## src/rtl/alu_op_sequencer.sv

```systemverilog
// ALU operation sequencer: accepts one request at a time, drives a downstream
// combinational ALU for a per-opcode number of cycles, captures the result,
// updates the architectural HI/LO pair for div/mul, and holds a response
// until the consumer takes it.
module alu_op_sequencer #(
  parameter int unsigned SIMPLE_LAT = 1,
  parameter int unsigned MULDIV_LAT = 4
) (
  input  logic        clock,
  input  logic        reset_n,
  input  logic        req_valid,
  output logic        req_ready,
  input  logic [3:0]  req_op,
  input  logic [31:0] req_a,
  input  logic [31:0] req_b,
  output logic [31:0] alu_a,
  output logic [31:0] alu_b,
  output logic [3:0]  alu_op,
  input  logic [31:0] alu_out,
  input  logic [31:0] alu_out2,
  output logic        rsp_valid,
  input  logic        rsp_ready,
  output logic [31:0] rsp_lo,
  output logic [31:0] rsp_hi,
  output logic [3:0]  rsp_op,
  output logic        rsp_err,
  output logic [31:0] hi_reg,
  output logic [31:0] lo_reg
);

  typedef enum logic [1:0] {IDLE, EXEC, DONE} state_t;

  localparam logic [3:0] OP_DIV = 4'd3;
  localparam logic [3:0] OP_MUL = 4'd4;

  // Counter preloads: the EXEC state lasts LAT cycles, counting LAT-1 down to 0.
  localparam logic [3:0] SIMPLE_CNT = 4'(SIMPLE_LAT - 1);
  localparam logic [3:0] MULDIV_CNT = 4'(MULDIV_LAT - 1);

  function automatic logic is_muldiv(input logic [3:0] op);
    return (op == OP_DIV) || (op == OP_MUL);
  endfunction

  // Divide-by-zero is rejected up front so the ALU never sees it.
  function automatic logic is_legal(input logic [3:0] op, input logic [31:0] b);
    return (op >= 4'd1) && (op <= 4'd11) && !((op == OP_DIV) && (b == '0));
  endfunction

  state_t      state_q,  state_d;
  logic [3:0]  cnt_q,    cnt_d;
  logic [31:0] a_q,      a_d;
  logic [31:0] b_q,      b_d;
  logic [3:0]  op_q,     op_d;
  logic [31:0] rsp_lo_q, rsp_lo_d;
  logic [31:0] rsp_hi_q, rsp_hi_d;
  logic        rsp_err_q, rsp_err_d;
  logic [31:0] hi_q,     hi_d;
  logic [31:0] lo_q,     lo_d;

  // Next-state and datapath update for the IDLE/EXEC/DONE sequence.
  always_comb begin
    state_d   = state_q;
    cnt_d     = cnt_q;
    a_d       = a_q;
    b_d       = b_q;
    op_d      = op_q;
    rsp_lo_d  = rsp_lo_q;
    rsp_hi_d  = rsp_hi_q;
    rsp_err_d = rsp_err_q;
    hi_d      = hi_q;
    lo_d      = lo_q;
    unique case (state_q)
      IDLE: begin
        if (req_valid) begin
          a_d  = req_a;
          b_d  = req_b;
          op_d = req_op;
          if (is_legal(req_op, req_b)) begin
            state_d = EXEC;
            cnt_d   = is_muldiv(req_op) ? MULDIV_CNT : SIMPLE_CNT;
          end else begin
            state_d   = DONE;
            cnt_d     = '0;
            rsp_lo_d  = '0;
            rsp_hi_d  = '0;
            rsp_err_d = 1'b1;
          end
        end
      end
      EXEC: begin
        if (cnt_q != '0) begin
          cnt_d = cnt_q - 4'd1;
        end else begin
          state_d   = DONE;
          rsp_lo_d  = alu_out;
          rsp_hi_d  = is_muldiv(op_q) ? alu_out2 : '0;
          rsp_err_d = 1'b0;
          if (is_muldiv(op_q)) begin
            lo_d = alu_out;
            hi_d = alu_out2;
          end
        end
      end
      DONE: begin
        if (rsp_ready) state_d = IDLE;
      end
      default: state_d = IDLE;
    endcase
  end

  // State and datapath registers, all cleared by the asynchronous reset.
  always_ff @(posedge clock or negedge reset_n) begin
    if (!reset_n) begin
      state_q   <= IDLE;
      cnt_q     <= '0;
      a_q       <= '0;
      b_q       <= '0;
      op_q      <= '0;
      rsp_lo_q  <= '0;
      rsp_hi_q  <= '0;
      rsp_err_q <= 1'b0;
      hi_q      <= '0;
      lo_q      <= '0;
    end else begin
      state_q   <= state_d;
      cnt_q     <= cnt_d;
      a_q       <= a_d;
      b_q       <= b_d;
      op_q      <= op_d;
      rsp_lo_q  <= rsp_lo_d;
      rsp_hi_q  <= rsp_hi_d;
      rsp_err_q <= rsp_err_d;
      hi_q      <= hi_d;
      lo_q      <= lo_d;
    end
  end

  // Output decode; req_ready is gated by reset_n so it stays low during reset.
  always_comb begin
    req_ready = (state_q == IDLE) && reset_n;
    rsp_valid = (state_q == DONE);
    alu_a     = a_q;
    alu_b     = b_q;
    alu_op    = (state_q == EXEC) ? op_q : 4'b0000;
    rsp_lo    = rsp_lo_q;
    rsp_hi    = rsp_hi_q;
    rsp_op    = op_q;
    rsp_err   = rsp_err_q;
    hi_reg    = hi_q;
    lo_reg    = lo_q;
  end

endmodule

```

## config.mk

```make
export PLATFORM = sky130hd
export DESIGN_NAME = alu_op_sequencer
export DESIGN_NICKNAME = d
export VERILOG_FILES = /design/src/rtl/alu_op_sequencer.sv
export SDC_FILE = /design/constraint.sdc
export NUM_CORES = 1
export LEC_CHECK = 0
export ABC_CLOCK_PERIOD_IN_PS = 2100
export CORE_UTILIZATION = 43
export CTS_CLUSTER_SIZE = 8
export DETAILED_ROUTE_END_ITERATION = 8
export PLACE_DENSITY = 0.87
export SETUP_SLACK_MARGIN = 0.1
export SYNTH_ARGS = -nofsm -noshare
export SYNTH_HDL_FRONTEND = slang
export SYNTH_SLANG_ARGS = --single-unit
export TNS_END_PERCENT = 20
```

## constraint.sdc

```tcl
create_clock -name clock -period 2.1 [get_ports clock]
set_input_delay 0.21 -clock clock [delete_from_list [all_inputs] [get_ports clock]]
set_output_delay 0.21 -clock clock [all_outputs]
set_load 0.02 [all_outputs]
```

==> After elaboration in Yosys (flattened, before gate mapping) <==
Index checks and enable logic that the tools add are counted.
{ "totals": {"register_bits": 203, "word_cells": 63} }
{ "classes": {"addsub": 1, "n_lt_le_gt_ge": 2, "eq_ne": 11, "n_mux": 22, "n_bitwise": 1, "n_reduce_logical": 16} }
{ "op_table": {"columns": ["cell", "count"], "rows": [
  ["2-to-1 mux 32 bit", 5],
  ["one-hot mux 32 bit (2 select lines)", 2],
  ["logical NOT 32 bit", 1],
  ["2-to-1 mux 2 bit", 6],
  ["2-to-1 mux 4 bit", 3],
  ["AND reduction 3 bit", 3],
  ["equality test 4 x 2 -> 1 bit (second input constant)", 2],
  ["equality test 4 x 3 -> 1 bit (second input constant)", 2],
  ["inequality test 2 bit (second input constant)", 4],
  ["one-hot mux 4 bit (2 select lines)", 1],
  ["one-hot mux 2 bit (3 select lines)", 1],
  ["greater-or-equal comparator 4 x 1 -> 1 bit (second input constant)", 1],
  ["less-or-equal comparator 4 bit (second input constant)", 1],
  ["logical AND 1 bit", 4],
  ["AND reduction 4 bit", 1],
  ["nonzero test 4 bit", 1],
  ["subtractor 4 x 1 -> 4 bit (second input constant)", 1],
  ["2-to-1 mux 1 bit", 3],
  ["equality test 2 x 1 -> 1 bit (second input constant)", 1],
  ["equality test 2 bit (second input constant)", 1],
  ["logical NOT 2 bit", 1],
  ["logical OR 1 bit", 2],
  ["inequality test 2 x 1 -> 1 bit (second input constant)", 1],
  ["one-hot mux 1 bit (2 select lines)", 1],
  ["other kinds (4)", 4]
]} }

==> Longest topological paths before layout <==
{ "depth": {"depth_word": 7, "depth_mapped": 9, "mapped_depth_nobuf": 7} }

==> Worst setup path after synthesis <==
OpenSTA, ideal clock, no wires.
{ "synth_timing": {"path_type": "register -> register", "startpoint": "reg cnt_q[0]", "endpoint": "reg hi_q[0] (netlist: hi_reg[0])", "t_arrival_ns": 1.680, "required_time_ns": 1.982, "path_slack_ns": 0.302, "stages_incl_launch_ff": 10, "synth_period_minus_slack_ns": 1.798, "cell_sequence": "dfrtp_1 > inv_1 > ha_1 > nor3b_2 > nand2_2 > or3_1 > buf_4 > buf_6 > nand2_1 > nand2_1"} }
{ "synth_via": {"elab_chain_len": 3} }
{ "synth_rtl": {"columns": ["item", "line_no", "source"], "rows": [
  ["start: declaration", "50", "logic [3:0] cnt_q, cnt_d;"],
  ["start signal: assignment", "126", "cnt_q <= cnt_d;"],
  ["nonzero test 4 bit", "91", "if (cnt_q != '0) begin"],
  ["inverter 1 bit (no line)", null, null],
  ["AND reduction 3 bit (no line)", null, null],
  ["end signal: assignment", "133", "hi_q <= hi_d;"],
  ["end: declaration", "57", "logic [31:0] hi_q, hi_d;"]
]} }
No other way between the ends.
A chain may end at the register's enable or synchronous reset.

==> Worst setup path after layout <==
{ "layout_timing": {"startpoint": "reg state_q[1]", "endpoint": "out alu_op[2]"} }
{ "layout_via": {"elab_chain_len": 2} }
{ "layout_rtl": {"columns": ["item", "line_no", "source"], "rows": [
  ["start: declaration", "49", "state_t state_q, state_d;"],
  ["start signal: assignment", "125", "state_q <= state_d;"],
  ["equality test 2 x 1 -> 1 bit", "144", "alu_op = (state_q == EXEC) ? op_q : 4'b0000;"],
  ["2-to-1 mux 4 bit", "144", null],
  ["end: declaration", "18", "output logic [3:0] alu_op,"]
]} }
No other way between the ends.

==> impl_metrics.xml <==
<?xml version="1.0" encoding="UTF-8"?>
<metrics>
  <group name="finish">
    <metric name="drive_gt1_share" unit="%">11.9</metric>
    <metric name="num-nets-final" unit="">1247</metric>
    <metric name="instances_no_fill" unit="">1337</metric>
    <metric name="insertedDiodeCount" unit="">0</metric>
    <metric name="layout.core_utilization" unit="%">69.2</metric>
    <metric name="mostFrequentLayoutCell" unit="">clkdlybuf4s50_1</metric>
    <metric name="most-common-layout-cells" unit="">clkdlybuf4s50_1 (331), nand2_1 (323), dfrtp_1 (203)</metric>
    <metric name="area_growth_syn_to_layout" unit="%">55.5</metric>
  </group>
  <group name="clock_tree">
    <metric name="clkSlewWorstSetupHoldPaths" unit="ns">0.05</metric>
    <metric name="cts_tree" unit="">yes</metric>
    <metric name="h_tree_level_count" unit="">1</metric>
    <metric name="cts_buffers" unit="">29</metric>
    <metric name="clk-insertion-delay-late" unit="ns">0.52</metric>
    <metric name="cts_sinks" unit="">203</metric>
    <metric name="ctsLongestPathBuffers" unit="">3</metric>
    <metric name="cts_root_buffer" unit="">clkbuf_16</metric>
  </group>
  <group name="setup_path">
    <metric name="timing.critical_path.from" unit="">state_q[1]</metric>
    <metric name="critical_path.max_fanout" unit="">9</metric>
    <metric name="reg2reg_to" unit="">rsp_lo[3]</metric>
    <metric name="worstRegToRegCells" unit="">8</metric>
    <metric name="timing_worst_setup_path_type" unit="">reg -&gt; out</metric>
    <metric name="start_kind" unit="">flip-flop</metric>
    <metric name="timing.critical_path.to_type" unit="">output pin</metric>
    <metric name="crit-reg2reg-launch" unit="">cnt_q[0]</metric>
    <metric name="crit_required" unit="ns">1.89</metric>
    <metric name="ff2ff_setup_slack" unit="ns">0.18</metric>
    <metric name="critPathArrivalTime" unit="ns">1.75</metric>
  </group>
  <group name="drt">
    <metric name="drc" unit="">0</metric>
    <metric name="drt-pass1-iter-count" unit="">4</metric>
    <metric name="totalWireLength" unit="mm">25.2</metric>
    <metric name="viasPerCell" unit="">5.15</metric>
    <metric name="postRouteAntennaNets" unit="">0</metric>
    <metric name="drt_iter0_markers" unit="">298</metric>
    <metric name="routed-via-count" unit="">6886</metric>
    <metric name="wl_per_cell" unit="microns">18.8</metric>
  </group>
  <group name="die">
    <metric name="fp.dieW" unit="microns">139</metric>
    <metric name="dieArea" unit="sq um">19400</metric>
    <metric name="coreArea" unit="sq um">18200</metric>
    <metric name="ios" unit="">339</metric>
    <metric name="starting_utilization_of_the_core_area" unit="%">44.5</metric>
    <metric name="die_y" unit="microns">139</metric>
    <metric name="core.rowCount" unit="">49</metric>
  </group>
  <group name="min_path">
    <metric name="min_delay_path_depth" unit="">3</metric>
    <metric name="min_to" unit="">lo_reg[13]</metric>
    <metric name="hp-class" unit="">in -&gt; reg</metric>
    <metric name="hold_path_startpoint" unit="">alu_out[13]</metric>
  </group>
  <group name="power_and_ir_drop">
    <metric name="fin_total_pwr" unit="uW">21800</metric>
    <metric name="cellLeakagePower" unit="uW">0.00572</metric>
    <metric name="vdd_ir_drop_max" unit="uV">1310</metric>
    <metric name="pwr_density_cell" unit="nW/um^2">1730</metric>
  </group>
  <group name="global_routing">
    <metric name="track_usage" unit="%">25.4</metric>
    <metric name="largest_net_degree_at_the_start_of_global_routing" unit="">115</metric>
    <metric name="global_route.overflow_total" unit="">0</metric>
    <metric name="grt_first_pass_wirelength" unit="mm">38.8</metric>
    <metric name="antenna_found_initial" unit="">0</metric>
    <metric name="number_of_global_route_vias_before_repair" unit="">7242</metric>
  </group>
  <group name="timing">
    <metric name="max_slew.worst_pin.slew" unit="ns">0.674</metric>
    <metric name="timing_max_transition_violations_final" unit="">0</metric>
    <metric name="min_period_over_period" unit="%">93.1</metric>
    <metric name="timing.slew.headroom" unit="%">55.1</metric>
    <metric name="report.final.setup_viol" unit="">0</metric>
    <metric name="worst_slack" unit="ns">0.144</metric>
    <metric name="fmax" unit="MHz">511</metric>
    <metric name="final_hold_viol_count" unit="">0</metric>
    <metric name="grt_setup_unrepaired" unit="">true</metric>
    <metric name="finalCriticalPeriod" unit="ns">1.96</metric>
    <metric name="post_route_skew" unit="ns">0.00916</metric>
  </group>
  <group name="synthesis">
    <metric name="synth_cell_types" unit="">41</metric>
    <metric name="post_synth.cell_area_avg" unit="sq um">10.7</metric>
    <metric name="net_count_after_synthesis" unit="">894</metric>
    <metric name="yosys_warnings" unit="">0</metric>
    <metric name="sequential_to_total_area_share_from_yosys_stat" unit="%">62.6</metric>
    <metric name="netlist_area" unit="sq um">8110</metric>
    <metric name="ys_seq_elements" unit="">203</metric>
    <metric name="syn_inst" unit="">756</metric>
  </group>
  <group name="placement">
    <metric name="gp_congestion" unit="">0.772</metric>
    <metric name="buffer_ports.inserted" unit="">338</metric>
    <metric name="dpl.hpwl" unit="mm">16.7</metric>
    <metric name="place.detailed.instances" unit="">1303</metric>
    <metric name="dpl_worst_slack" unit="ns">-0.147</metric>
  </group>
  <group name="flow_run">
    <metric name="cap_violations" unit="">0</metric>
  </group>
  <group name="run_status">
    <metric name="run_status" unit="">finished clean</metric>
  </group>
</metrics>
==> power breakdown <==
part	internal (uW)	total [uW]	switching (uW)
combinational	5160	10700	5540
sequential	5880	7160	1270
clock	2400	3970	1570
==> routing by layer <==
layer,up-vias,global-route usage (%),part of all wire (%)
met2,303,44.9,51
met1,3336,29.4,37
met3,62,6.57,7.6
li1,3185,-,-
met5,-,0,0
met4,0,10.1,4.0
==> cell usage after synthesis, drive strengths merged <==
cell type  number  area [sq um]
a21oi           2          10.0
a31oi           2          12.5
nand2         324          1220
and4b           1          10.0
mux2           68           766
nand3b          1          7.51
nand2b          1          6.26
a311oi          1          15.0
nor2            5          18.8
dfrtp         203          5080
xor2            1          8.76
inv             4          15.0
and3b           1          8.76
nor3b           3          27.5
nor4            9          56.3
o21ai           1          5.00
buf            31           200
nor3            1          16.3
or3b            1          8.76
and2b           1          8.76
a211o           1          8.76
mux2i           1          10.0
ha              2          25.0
a21o            3          22.5
xnor2           1          8.76
nor4b           1          8.76
nand3          32           160
and2            5          31.3
o2bb2ai         1          8.76
and3            1          6.26
or2             1          6.26
or3             1          6.26
nor2b           2          12.5
and4            1          8.76
a22oi          32           240
o211ai          2          15.0
clkbuf          8          30.0
==> area by class of cell <==
cell class	count	area, sq um
Clock inverter	1	7.51
Inverter	4	15.0
Clock buffer	29	726
Multi-Input combinational cell	510	2810
Tap cell	229	287
Fill cell	1272	5600
Sequential cell	203	5080
Timing Repair Buffer	361	3680
==> critical path, cell delays in order, from the launching register on <==
cell and delay (ns):
dfrtp_1 0.42, and2b_2 0.33, and2_1 0.15, clkdlybuf4s15_1 0.32
==> timing repair <==
action | CTS | global route
gates cloned | 0 | 1
setup buffers | 1 | 1
hold buffers | 1 | 0
hold endpoints to repair | 149 | 0
gates resized for setup | 11 | 4
endpoints found under the setup margin | 35 | 33
==> cell families (layout without fill, tap and decap cells) <==
family | after synthesis | count (layout) | synth area share [%]
xor+xnor | 2 | 2 | 0.216
fa+ha+maj | 2 | 2 | 0.309
simple gates | 392 | 392 | 20.1
buf+inv | 43 | 395 | 3.02
flops | 203 | 203 | 62.6
compound gates | 45 | 45 | 4.17
mux | 69 | 69 | 9.57
==> metrics by stage <==
stage	TNS, ns	hold WS [ns]	cell area [sq um]
2_1_floorplan	0	-0.0856	8110
3_3_place_gp	-7.02	0.375	11800
3_5_place_dp	-7.66	0.373	11800
4_1_cts	0	0.224	12600
5_1_grt	0	0.258	12600
6_report	0	0.250	12600
==> worst max-delay path by stage <==
stage            endpoint  cells after the start  slack (ns)
2_1_floorplan   hi_reg[0]                      9        0.30
3_3_place_gp   rsp_hi[31]                      7       -0.13
3_5_place_dp     cnt_q[0]                      7       -0.15
4_1_cts         rsp_valid                      2        0.04
5_1_grt         alu_op[2]                      3        0.07
6_report        alu_op[2]                      3        0.14
No activity file was read; power rests on OpenSTA's default activity.
